`config.mk`:
```
export PLATFORM = sky130hd
export DESIGN_NAME = dac_hpf_multichan
export DESIGN_NICKNAME = d
export VERILOG_FILES = /design/src/rtl/dac_hpf_multichan.sv
export SDC_FILE = /design/constraint.sdc
export NUM_CORES = 2
export LEC_CHECK = 0
export CAP_MARGIN = 20
export CELL_PAD_IN_SITES_DETAIL_PLACEMENT = 1
export CELL_PAD_IN_SITES_GLOBAL_PLACEMENT = 2
export CORE_UTILIZATION = 33
export DETAILED_ROUTE_END_ITERATION = 12
export GPL_TIMING_DRIVEN = 0
export PLACE_DENSITY_LB_ADDON = 0.1
export SETUP_SLACK_MARGIN = 0.05
export SYNTH_ARGS = -nofsm -noshare
export SYNTH_HDL_FRONTEND = slang
export SYNTH_SLANG_ARGS = --single-unit
```
`constraint.sdc`:
```
create_clock -name dataclk -period 10.9 [get_ports dataclk]
set_clock_uncertainty 0.2 [all_clocks]
set_input_delay 2.18 -clock dataclk [delete_from_list [all_inputs] [get_ports dataclk]]
set_output_delay 2.18 -clock dataclk [all_outputs]
set_load 0.03 [all_outputs]
```
`src/rtl/dac_hpf_multichan.sv`:
```
`default_nettype none
// ============================================================================
// Module   : dac_hpf_multichan
// Brief    : Time-multiplexed HPF / gain / deadband / threshold for NUM_DAC outputs
// Revision : 1.0
// ============================================================================
module dac_hpf_multichan #(
    parameter int NUM_DAC  = 8,
    parameter int NUM_CHAN = 32,
    parameter int DATA_W   = 16,
    parameter int COEF_W   = 16,
    localparam int CH_W    = (NUM_CHAN > 1) ? $clog2(NUM_CHAN) : 1,
    localparam int IDX_W   = (NUM_DAC > 1) ? $clog2(NUM_DAC) : 1
) (
    input  logic                      dataclk,
    input  logic                      reset,
    input  logic                      s_valid,
    output logic                      s_ready,
    input  logic [CH_W-1:0]           s_chan,
    input  logic [DATA_W-1:0]         s_data,
    input  logic                      sw_ref_en,
    input  logic [DATA_W-1:0]         sw_ref,
    input  logic [NUM_DAC*CH_W-1:0]   dac_src,
    input  logic [NUM_DAC-1:0]        dac_en,
    input  logic [NUM_DAC*3-1:0]      dac_gain,
    input  logic                      hpf_en,
    input  logic [COEF_W-1:0]         hpf_coef,
    input  logic [6:0]                noise_sup,
    input  logic [NUM_DAC*DATA_W-1:0] thr,
    input  logic [NUM_DAC-1:0]        thr_pol,
    output logic [NUM_DAC*DATA_W-1:0] dac_code,
    output logic [NUM_DAC-1:0]        thr_out,
    output logic                      out_valid,
    output logic [IDX_W-1:0]          out_idx
);

    localparam int                ST_W     = DATA_W + 1 + COEF_W;
    localparam int                SH_W     = DATA_W + 8;
    localparam logic [IDX_W-1:0]  LAST_IDX = IDX_W'(NUM_DAC - 1);
    localparam logic [DATA_W-1:0] D_MAX    = {1'b0, {(DATA_W-1){1'b1}}};
    localparam logic [DATA_W-1:0] D_MIN    = {1'b1, {(DATA_W-1){1'b0}}};
    localparam logic [ST_W-1:0]   ST_MAX   = {1'b0, {(ST_W-1){1'b1}}};
    localparam logic [ST_W-1:0]   ST_MIN   = {1'b1, {(ST_W-1){1'b0}}};

    typedef enum logic [1:0] {
        S_IDLE  = 2'd0,
        S_SCAN  = 2'd1,
        S_DRAIN = 2'd2
    } state_t;

    state_t            state_q, state_d;
    logic [IDX_W-1:0]  idx_q, idx_d;
    logic              drain_q, drain_d;
    logic              w_capture;
    logic              w_scan;

    logic [CH_W-1:0]   chan_q;
    logic [DATA_W-1:0] data_q;
    logic [DATA_W-1:0] ref_q;
    logic              ref_en_q;

    // ------------------------------------------------------------------------
    // Scan sequencer
    // ------------------------------------------------------------------------
    always_ff @(posedge dataclk) begin
        if (reset) begin
            state_q <= S_IDLE;
            idx_q   <= '0;
            drain_q <= 1'b0;
        end else begin
            state_q <= state_d;
            idx_q   <= idx_d;
            drain_q <= drain_d;
        end
    end

    always_comb begin
        state_d   = state_q;
        idx_d     = idx_q;
        drain_d   = drain_q;
        s_ready   = 1'b0;
        w_scan    = 1'b0;
        w_capture = 1'b0;
        case (state_q)
            S_IDLE: begin
                s_ready = 1'b1;
                if (s_valid) begin
                    w_capture = 1'b1;
                    state_d   = S_SCAN;
                    idx_d     = '0;
                end
            end
            S_SCAN: begin
                w_scan = 1'b1;
                if (idx_q == LAST_IDX) begin
                    state_d = S_DRAIN;
                    drain_d = 1'b0;
                end else begin
                    idx_d = idx_q + 1'b1;
                end
            end
            S_DRAIN: begin
                if (drain_q) begin
                    state_d = S_IDLE;
                end else begin
                    drain_d = 1'b1;
                end
            end
            default: state_d = S_IDLE;
        endcase
    end

    always_ff @(posedge dataclk) begin
        if (reset) begin
            chan_q   <= '0;
            data_q   <= '0;
            ref_q    <= '0;
            ref_en_q <= 1'b0;
        end else if (w_capture) begin
            chan_q   <= s_chan;
            data_q   <= s_data;
            ref_q    <= sw_ref;
            ref_en_q <= sw_ref_en;
        end
    end

    // ------------------------------------------------------------------------
    // Stage 1: reference subtraction, filter difference and coefficient product
    // ------------------------------------------------------------------------
    logic signed [ST_W-1:0]   lp_q [NUM_DAC];
    logic signed [DATA_W-1:0] w_x_raw, w_ref_s, w_x;
    logic signed [DATA_W:0]   w_x_diff, w_lp_int, w_d;
    logic signed [ST_W-1:0]   w_d_ext, w_coef_ext, w_prod;
    logic                     w_hit;

    always_comb begin
        w_x_raw  = $signed({~data_q[DATA_W-1], data_q[DATA_W-2:0]});
        w_ref_s  = $signed({~ref_q[DATA_W-1], ref_q[DATA_W-2:0]});
        w_x_diff = {w_x_raw[DATA_W-1], w_x_raw} - {w_ref_s[DATA_W-1], w_ref_s};
        w_x      = w_x_raw;
        if (ref_en_q) begin
            if (w_x_diff[DATA_W] != w_x_diff[DATA_W-1]) begin
                w_x = w_x_diff[DATA_W] ? D_MIN : D_MAX;
            end else begin
                w_x = w_x_diff[DATA_W-1:0];
            end
        end
        // Integer part of the state is an arithmetic shift, i.e. floor division.
        w_lp_int   = lp_q[idx_q][ST_W-1:COEF_W];
        w_d        = {w_x[DATA_W-1], w_x} - w_lp_int;
        w_d_ext    = ST_W'(w_d);
        w_coef_ext = ST_W'($signed({1'b0, hpf_coef}));
        w_prod     = w_d_ext * w_coef_ext;
        w_hit      = w_scan && dac_en[idx_q] &&
                     (dac_src[idx_q*CH_W +: CH_W] == chan_q);
    end

    logic                     s1_vld_q;
    logic [IDX_W-1:0]         s1_idx_q;
    logic signed [DATA_W-1:0] s1_x_q;
    logic signed [DATA_W:0]   s1_d_q;
    logic signed [ST_W-1:0]   s1_prod_q;

    always_ff @(posedge dataclk) begin
        if (reset) begin
            s1_vld_q  <= 1'b0;
            s1_idx_q  <= '0;
            s1_x_q    <= '0;
            s1_d_q    <= '0;
            s1_prod_q <= '0;
        end else begin
            s1_vld_q  <= w_hit;
            s1_idx_q  <= idx_q;
            s1_x_q    <= w_x;
            s1_d_q    <= w_d;
            s1_prod_q <= w_prod;
        end
    end

    // ------------------------------------------------------------------------
    // Stage 2: gain, deadband, threshold and state update
    // ------------------------------------------------------------------------
    logic signed [DATA_W:0]   w_y;
    logic [2:0]               w_gain;
    logic signed [SH_W-1:0]   w_shift;
    logic [DATA_W-1:0]        w_g, w_gdb, w_code, w_thr_sel;
    logic [DATA_W:0]          w_mag, w_db;
    logic                     w_flag;
    logic signed [ST_W-1:0]   w_lp_cur, w_lp_next;
    logic signed [ST_W:0]     w_lp_sum;

    always_comb begin
        w_y     = hpf_en ? s1_d_q : {s1_x_q[DATA_W-1], s1_x_q};
        w_gain  = dac_gain[s1_idx_q*3 +: 3];
        w_shift = SH_W'(w_y) <<< w_gain;
        if ((&w_shift[SH_W-1:DATA_W-1]) || !(|w_shift[SH_W-1:DATA_W-1])) begin
            w_g = w_shift[DATA_W-1:0];
        end else begin
            w_g = w_shift[SH_W-1] ? D_MIN : D_MAX;
        end
        w_mag     = w_g[DATA_W-1] ? -{w_g[DATA_W-1], w_g} : {w_g[DATA_W-1], w_g};
        w_db      = (DATA_W+1)'({noise_sup, 3'b000});
        w_gdb     = (w_mag < w_db) ? '0 : w_g;
        w_code    = {~w_gdb[DATA_W-1], w_gdb[DATA_W-2:0]};
        w_thr_sel = thr[s1_idx_q*DATA_W +: DATA_W];
        w_flag    = thr_pol[s1_idx_q] ? (w_code >= w_thr_sel) : (w_code <= w_thr_sel);

        w_lp_cur = lp_q[s1_idx_q];
        w_lp_sum = {w_lp_cur[ST_W-1], w_lp_cur} + {s1_prod_q[ST_W-1], s1_prod_q};
        if (w_lp_sum[ST_W] != w_lp_sum[ST_W-1]) begin
            w_lp_next = w_lp_sum[ST_W] ? ST_MIN : ST_MAX;
        end else begin
            w_lp_next = w_lp_sum[ST_W-1:0];
        end
        if (!hpf_en) begin
            w_lp_next = '0;
        end
    end

    logic [NUM_DAC*DATA_W-1:0] dac_code_q;
    logic [NUM_DAC-1:0]        thr_out_q;
    logic                      out_valid_q;
    logic [IDX_W-1:0]          out_idx_q;

    always_ff @(posedge dataclk) begin
        if (reset) begin
            for (int i = 0; i < NUM_DAC; i++) begin
                lp_q[i] <= '0;
            end
            dac_code_q  <= {NUM_DAC{D_MIN}};
            thr_out_q   <= '0;
            out_valid_q <= 1'b0;
            out_idx_q   <= '0;
        end else begin
            out_valid_q <= s1_vld_q;
            if (s1_vld_q) begin
                lp_q[s1_idx_q]                          <= w_lp_next;
                dac_code_q[s1_idx_q*DATA_W +: DATA_W]   <= w_code;
                thr_out_q[s1_idx_q]                     <= w_flag;
                out_idx_q                               <= s1_idx_q;
            end
        end
    end

    assign dac_code  = dac_code_q;
    assign thr_out   = thr_out_q;
    assign out_valid = out_valid_q;
    assign out_idx   = out_idx_q;

endmodule
`default_nettype wire
```
; Word-level counts from Yosys, hierarchy flattened
; Memories as Yosys holds them, arrays and structs flattened. A register that Yosys moved wholly into a read port is not among the register bits.
; Index checks and enable logic that the tools add are counted.
[word_totals]
ff_bits = 254
mem_bits_rw = 264
input_bits = 273
out_inout_bits = 141
mem_count = 1
[memory_table]
columns = memory, words, word_bits, read_ports, rd_clocked_by_memory_dff, wr, line
row1 = lp_q, 8, 33, 2, 2, 8, 130  ; logic signed [ST_W-1:0] lp_q [NUM_DAC];
[op_classes]
add_sub_neg = 6
n_mul = 3
magnitude_cmp = 6
eq_ne = 10
n_shift = 6
mux = 44
bitwise = 3
n_reduce_logical = 14
[ops]
columns = op, n
row1 = 33-bit two-way mux, 4
row2 = 128-bit bitwise mux, 1
row3 = "16-bit by 34-bit variable shift with 128-bit output, first input constant", 1
row4 = 128-bit by 8-bit variable part select with 16-bit output, 1
row5 = 16-bit by 34-bit variable part select with 128-bit output, 1
row6 = 16-bit two-way mux, 6
row7 = 40-bit by 7-bit variable part select with 5-bit output, 1
row8 = 33-bit by 33-bit adder with 34-bit output, 1
row9 = 17-bit two-way mux, 2
row10 = 7-bit negation with 34-bit output, 1
row11 = 17-bit by 17-bit multiplier with 33-bit output, 1
row12 = 33-bit OR reduction, 1
row13 = 24-bit by 6-bit variable part select with 3-bit output, 1
row14 = 17-bit by 3-bit <<< shifter with 24-bit output, 1
row15 = 3-bit two-way mux, 6
row16 = 17-bit by 10-bit < comparator with 1-bit output, 1
row17 = 17-bit negation, 1
row18 = 16-bit by 16-bit subtractor with 17-bit output, 1
row19 = 17-bit subtractor, 1
row20 = 16-bit >= comparator, 1
row21 = 16-bit less-or-equal comparator, 1
row22 = 1-bit two-way mux, 15
row23 = 9-bit AND reduction, 1
row24 = 9-bit OR reduction, 1
row25 = other kinds (26), 40

; Longest topological paths before layout
[logic_depth]
ltp_word = 15
depth_mapped = 54

; Worst setup path before layout
; Ideal clock, no wire load.
[synth_path]
path_type = register to register
start = register data_q[0]
end = register s1_prod_q[31]
arrival_ns = 11.537
required_time_ns = 10.579
slack_ns = -0.958
stages_incl_launch_ff = 54
n_path_buf = 3
synth_period_minus_slack_ns = 11.858
cell_sequence = dfxtp_1 > inv_1 > ha_1 > inv_1 > fa_1 > a21o_1 > a21oi_1 > o21ai_0 > a21o_1 > a21oi_1 > o21ai_0 > o41ai_1 > o21bai_1 > a31oi_1 > and2_1 > clkbuf_1 > clkbuf_1 > a21oi_1 > (+18 left out) > fa_1 > fa_1 > inv_1 > fa_1 > inv_1 > ha_1 > a21o_1 > a21o_1 > a21o_1 > a21o_1 > a21o_1 > a21oi_1 > o31a_1 > o21ai_0 > o41ai_1 > o21ai_0 > o41ai_1 > mux2_2
[synth_via]
elab_chain_len = 6
elab_cells_between_ends = 7
classes_between = add/sub (2) / mul (1) / eq/ne (1) / mux (3)
[synth_lines]
columns = element, line
row1 = start: declaration, 58  ; logic [DATA_W-1:0] data_q;
row2 = start signal: assignment, 121  ; data_q <= s_data;
row3 = 16-bit by 16-bit subtractor with 17-bit output *, 139  ; w_x_diff = {w_x_raw[DATA_W-1], w_x_raw} - {w_ref_s[DATA_W-1], w_ref_s};
row4 = 16-bit two-way mux or 1-bit inequality test (tied branches), "143, 142"
row5 = 16-bit two-way mux *, 142  ; if (w_x_diff[DATA_W] != w_x_diff[DATA_W-1]) begin
row6 = 16-bit two-way mux *, 141  ; if (ref_en_q) begin
row7 = via w_x[2], 131  ; logic signed [DATA_W-1:0] w_x_raw, w_ref_s, w_x;
row8 = 17-bit subtractor *, 150  ; w_d = {w_x[DATA_W-1], w_x} - w_lp_int;
row9 = 17-bit by 17-bit multiplier with 33-bit output *, 153  ; w_prod = w_d_ext * w_coef_ext;
row10 = end signal: assignment, 176  ; s1_prod_q <= w_prod;
row11 = end: declaration, 162  ; logic signed [ST_W-1:0] s1_prod_q;
; The timed path passes the listed nets; every way through them passes the cells marked *.
; A chain may end at the register's enable or synchronous reset.

; Worst setup path after layout
; Ends and elaborated chain as after synthesis.

==> impl_metrics.ini <==
[clocking]
clkLatencyLatePin_ns = 0.66
cts_max_path_buffers = 3
htree_levels = 3
clock-root-buffer = sky130_fd_sc_hd__clkbuf_16
cts_tree = yes
path_clk_slew_ns = 0.06
tritoncts_num_sinks = 521
numCtsBuffers = 66

[route]
via_count = 34300
detail_route.drc_violations = 0
number_of_drc_markers_in_iteration_0 = 2351
wire_per_inst_microns = 26.3
avgViaCountPerCell = 5.47
drt_pass1_iterations = 5
final_antenna_net_count = 0
postRouteWirelength_mm = 165

[layout]
most_common_cell_after_layout_fill_and_taps_aside = sky130_fd_sc_hd__nor2_1
finish.cell_count_without_fillers = 6269
ff_latch_area_sq_um = 13100
number_of_antenna_diodes = 0
areaGrowthSynthToFinish_pct = 27.4
design.final.nets = 5431
fillers = 13100
drive_above_1_share_pct = 10.9
multi_input_comb_area_sq_um = 23800
layout_common_cells = 448 x sky130_fd_sc_hd__nor2_1, 410 x sky130_fd_sc_hd__clkdlybuf4s50_1, 402 x sky130_fd_sc_hd__inv_1
stdcell_area_sq_um = 49000

[global_route]
grt_first_pass_wirelength_mm = 241
grt_antenna_before_repair = 5
grt_pass1_vias = 35900
grt_overflow_total = 0
gr-usage-all-layers_pct = 27.8
grt_start_max_net_pins = 29

[sta]
hold_slack_ns = 0.257
setup_violations = 2
unrepaired_setup_endpoints_after_global_routing = yes
postLayoutSetupSlackWorst_ns = -0.300
max_slew.worst_pin.slew_ns = 1.20
hold_viol_final = 0
finalWorstPathRequiredPeriod_ns = 11.20
timing.slew.headroom_pct = 19.0
drv_slew = 0
share_of_the_cycle_needed_by_the_critical_path_after_routing_pct = 103
max_clock_freq_mhz = 89.3

[critical_path]
timing.rr.end = s1_prod_q[31]
reg2reg_setup_slack_ns = -0.30
timing.rr.start = data_q[0]
critical_path_arrival_ns = 11.54
critPathKind = reg2reg
critPathLaunchType = flip-flop
critPathMaxFanout = 3
most_prevalent_standard_cell_on_the_critical_path = sky130_fd_sc_hd__buf_4
reg2reg_depth = 56
worst_path_max_stage_delay_ns = 0.52
end_kind = flip-flop
critPathRequiredTime_ns = 11.24
crit_path_top_delay_cell = sky130_fd_sc_hd__fa_1

[synthesis]
synth-simple-area-share_pct = 17.2
postSynth.topFlopCell = sky130_fd_sc_hd__edfxtp_1
synth_cell_type_count = 85
muxShareOfSynthArea_pct = 5.01
synth.area.top_cells = sky130_fd_sc_hd__edfxtp_1 21%, sky130_fd_sc_hd__fa_1 14%, sky130_fd_sc_hd__dfxtp_1 13%
ys.warnings.count = 0
synth_edf_count = 264
synth_compound_area_share_pct = 14.9
synth.ff_latch_count = 521
postSynthNetCount = 4841
synth-adder-area-share_pct = 19.9
synth_largest_area_cell = sky130_fd_sc_hd__edfxtp_1
synth.top_cell.area_share_pct = 20.6
synth_top_family_by_area = adder cells
asyncSetResetFlopFracSynth_pct = 0
synthXorXnorAreaFrac_pct = 2.19
post_synth_instance_area_sq_um = 38500
ys_seq_area_share_pct = 34.0
synthesis.area_per_instance_sq_um = 9.34
netlist_instances = 4117

[floorplan]
design.die.area_sq_um = 118000
fp.dieW_microns = 343
fp.dieH_microns = 343
initial_util_pct = 33.5
core_sq_um = 115000
floorplan.rows = 124
ios = 414

[place]
placedInstanceArea_sq_um = 45000
io_buffer_count = 410
pre_cts_ws_ns = -2.35
dp.cells = 6062
dpl.hpwl_mm = 127
routabilityCongestion = 0.865

[min_path]
hold_path_class = reg2reg
hold_path_cell_cnt = 2
hold_end = ref_q[2]
timing.hold.worst.start = ref_q[2]

[run]
timing.max_cap.violations = 0

[run_status]
run_status = complete, but fails checks
violations = negative setup slack
[sequential cells by signal, indices dropped and copies added (netlist names), 2 cells and up, named ones only]
signal / flops
thr_out: 8
s1_x_q: 16
s1_prod_q: 33
out_idx: 3
state_q: 2
chan_q: 5
data_q: 16
s1_idx_q: 3
s1_d_q: 17
ref_q: 16
idx_q: 3
lp_q: 264
dac_code: 128
[worst max-delay path: cells and delay by family, from the launching register on]
family,cells,cell delay [ns]
compound gates,22,3.73
simple gates,3,0.56
xor+xnor,2,0.32
mux,1,0.37
buf+inv,18,1.79
fa+ha+maj,10,3.78
flops,1,0.34
[per-stage QoR]
step / setup TNS [ns] / util, %
after floorplan: 0 / -
after global routing: -3.39 / 42.6
after CTS: -0.402 / 42.1
final: -0.380 / 42.6
after detailed placement: -37.30 / 39.1
after global placement: -39.13 / 38.8
[kinds of logic (layout without fill, tap and decap cells)]
kind of cell	after synthesis	after routing
simple gates	1409	1409
buf+inv	665	1305
compound gates	844	844
mux	130	130
flops	521	521
xor+xnor	96	96
fa+ha+maj	452	452
[synthesized netlist by cell type (13+ instances only)]
library cell / count
sky130_fd_sc_hd__nor2_1: 459
sky130_fd_sc_hd__inv_1: 413
sky130_fd_sc_hd__nand2_1: 351
sky130_fd_sc_hd__fa_1: 269
sky130_fd_sc_hd__edfxtp_1: 264
sky130_fd_sc_hd__dfxtp_1: 257
sky130_fd_sc_hd__clkbuf_1: 197
sky130_fd_sc_hd__a22oi_1: 191
sky130_fd_sc_hd__ha_1: 182
sky130_fd_sc_hd__a21oi_1: 179
sky130_fd_sc_hd__nand3_1: 177
sky130_fd_sc_hd__and2_1: 148
sky130_fd_sc_hd__o31ai_1: 124
sky130_fd_sc_hd__o21ai_0: 88
sky130_fd_sc_hd__xnor2_1: 66
sky130_fd_sc_hd__mux2i_1: 63
sky130_fd_sc_hd__nor2b_1: 60
sky130_fd_sc_hd__mux4_2: 48
sky130_fd_sc_hd__a21o_1: 42
sky130_fd_sc_hd__nand4_1: 42
sky130_fd_sc_hd__nor3_1: 42
sky130_fd_sc_hd__nand2b_1: 35
sky130_fd_sc_hd__xor2_1: 30
sky130_fd_sc_hd__and3_1: 27
sky130_fd_sc_hd__a211oi_1: 26
sky130_fd_sc_hd__a31oi_1: 26
sky130_fd_sc_hd__buf_1: 23
sky130_fd_sc_hd__o22ai_1: 23
sky130_fd_sc_hd__mux2_2: 18
sky130_fd_sc_hd__o21a_1: 17
sky130_fd_sc_hd__and4_1: 16
sky130_fd_sc_hd__a221oi_1: 13
sky130_fd_sc_hd__buf_6: 13
sky130_fd_sc_hd__o21bai_1: 13
sky130_fd_sc_hd__or3_1: 13
[worst max-delay path by stage]
| stage | startpoint | endpoint | slack [ns] |
|---|---|---|---|
| after floorplan | data_q[0] | s1_prod_q[31] | 0.05 |
| final | data_q[0] | s1_prod_q[31] | -0.30 |
| after CTS | data_q[0] | s1_prod_q[31] | -0.30 |
| after global routing | data_q[0] | s1_prod_q[31] | -0.76 |
| after detailed placement | data_q[1] | s1_prod_q[31] | -2.35 |
| after global placement | data_q[1] | s1_prod_q[31] | -2.34 |
[per-layer routing]
metal  vias up  global-route usage, %  part of all wire [%]
met1     17500                   36.6                    43
met3       221                   3.84                   5.6
li1      15500                      -                     -
met4         4                   7.88                   2.9
met2       986                   47.3                    48
met5         -                      0                 0.016
[cell type report]
type,count,share of cell area [%]
Multi-Input combinational cell,2931,48.6
Sequential cell,521,26.7
Timing Repair Buffer,526,10.7
Tap cell,1512,3.86
Clock buffer,92,3.82
Inverter,416,3.19
Buffer,245,2.50
Clock inverter,26,0.653
[what timing repair did]
item | in CTS | in global routing
endpoints found under the setup margin | 30 | 23
hold buffers | 0 | 0
pin swaps | 69 | 35
gates resized for setup | 138 | 108
buffers inserted | 65 | 24
Power is left out: the tool's default activity adds up to more than one toggle a clock period on the data nets, which glitch-free logic cannot reach.
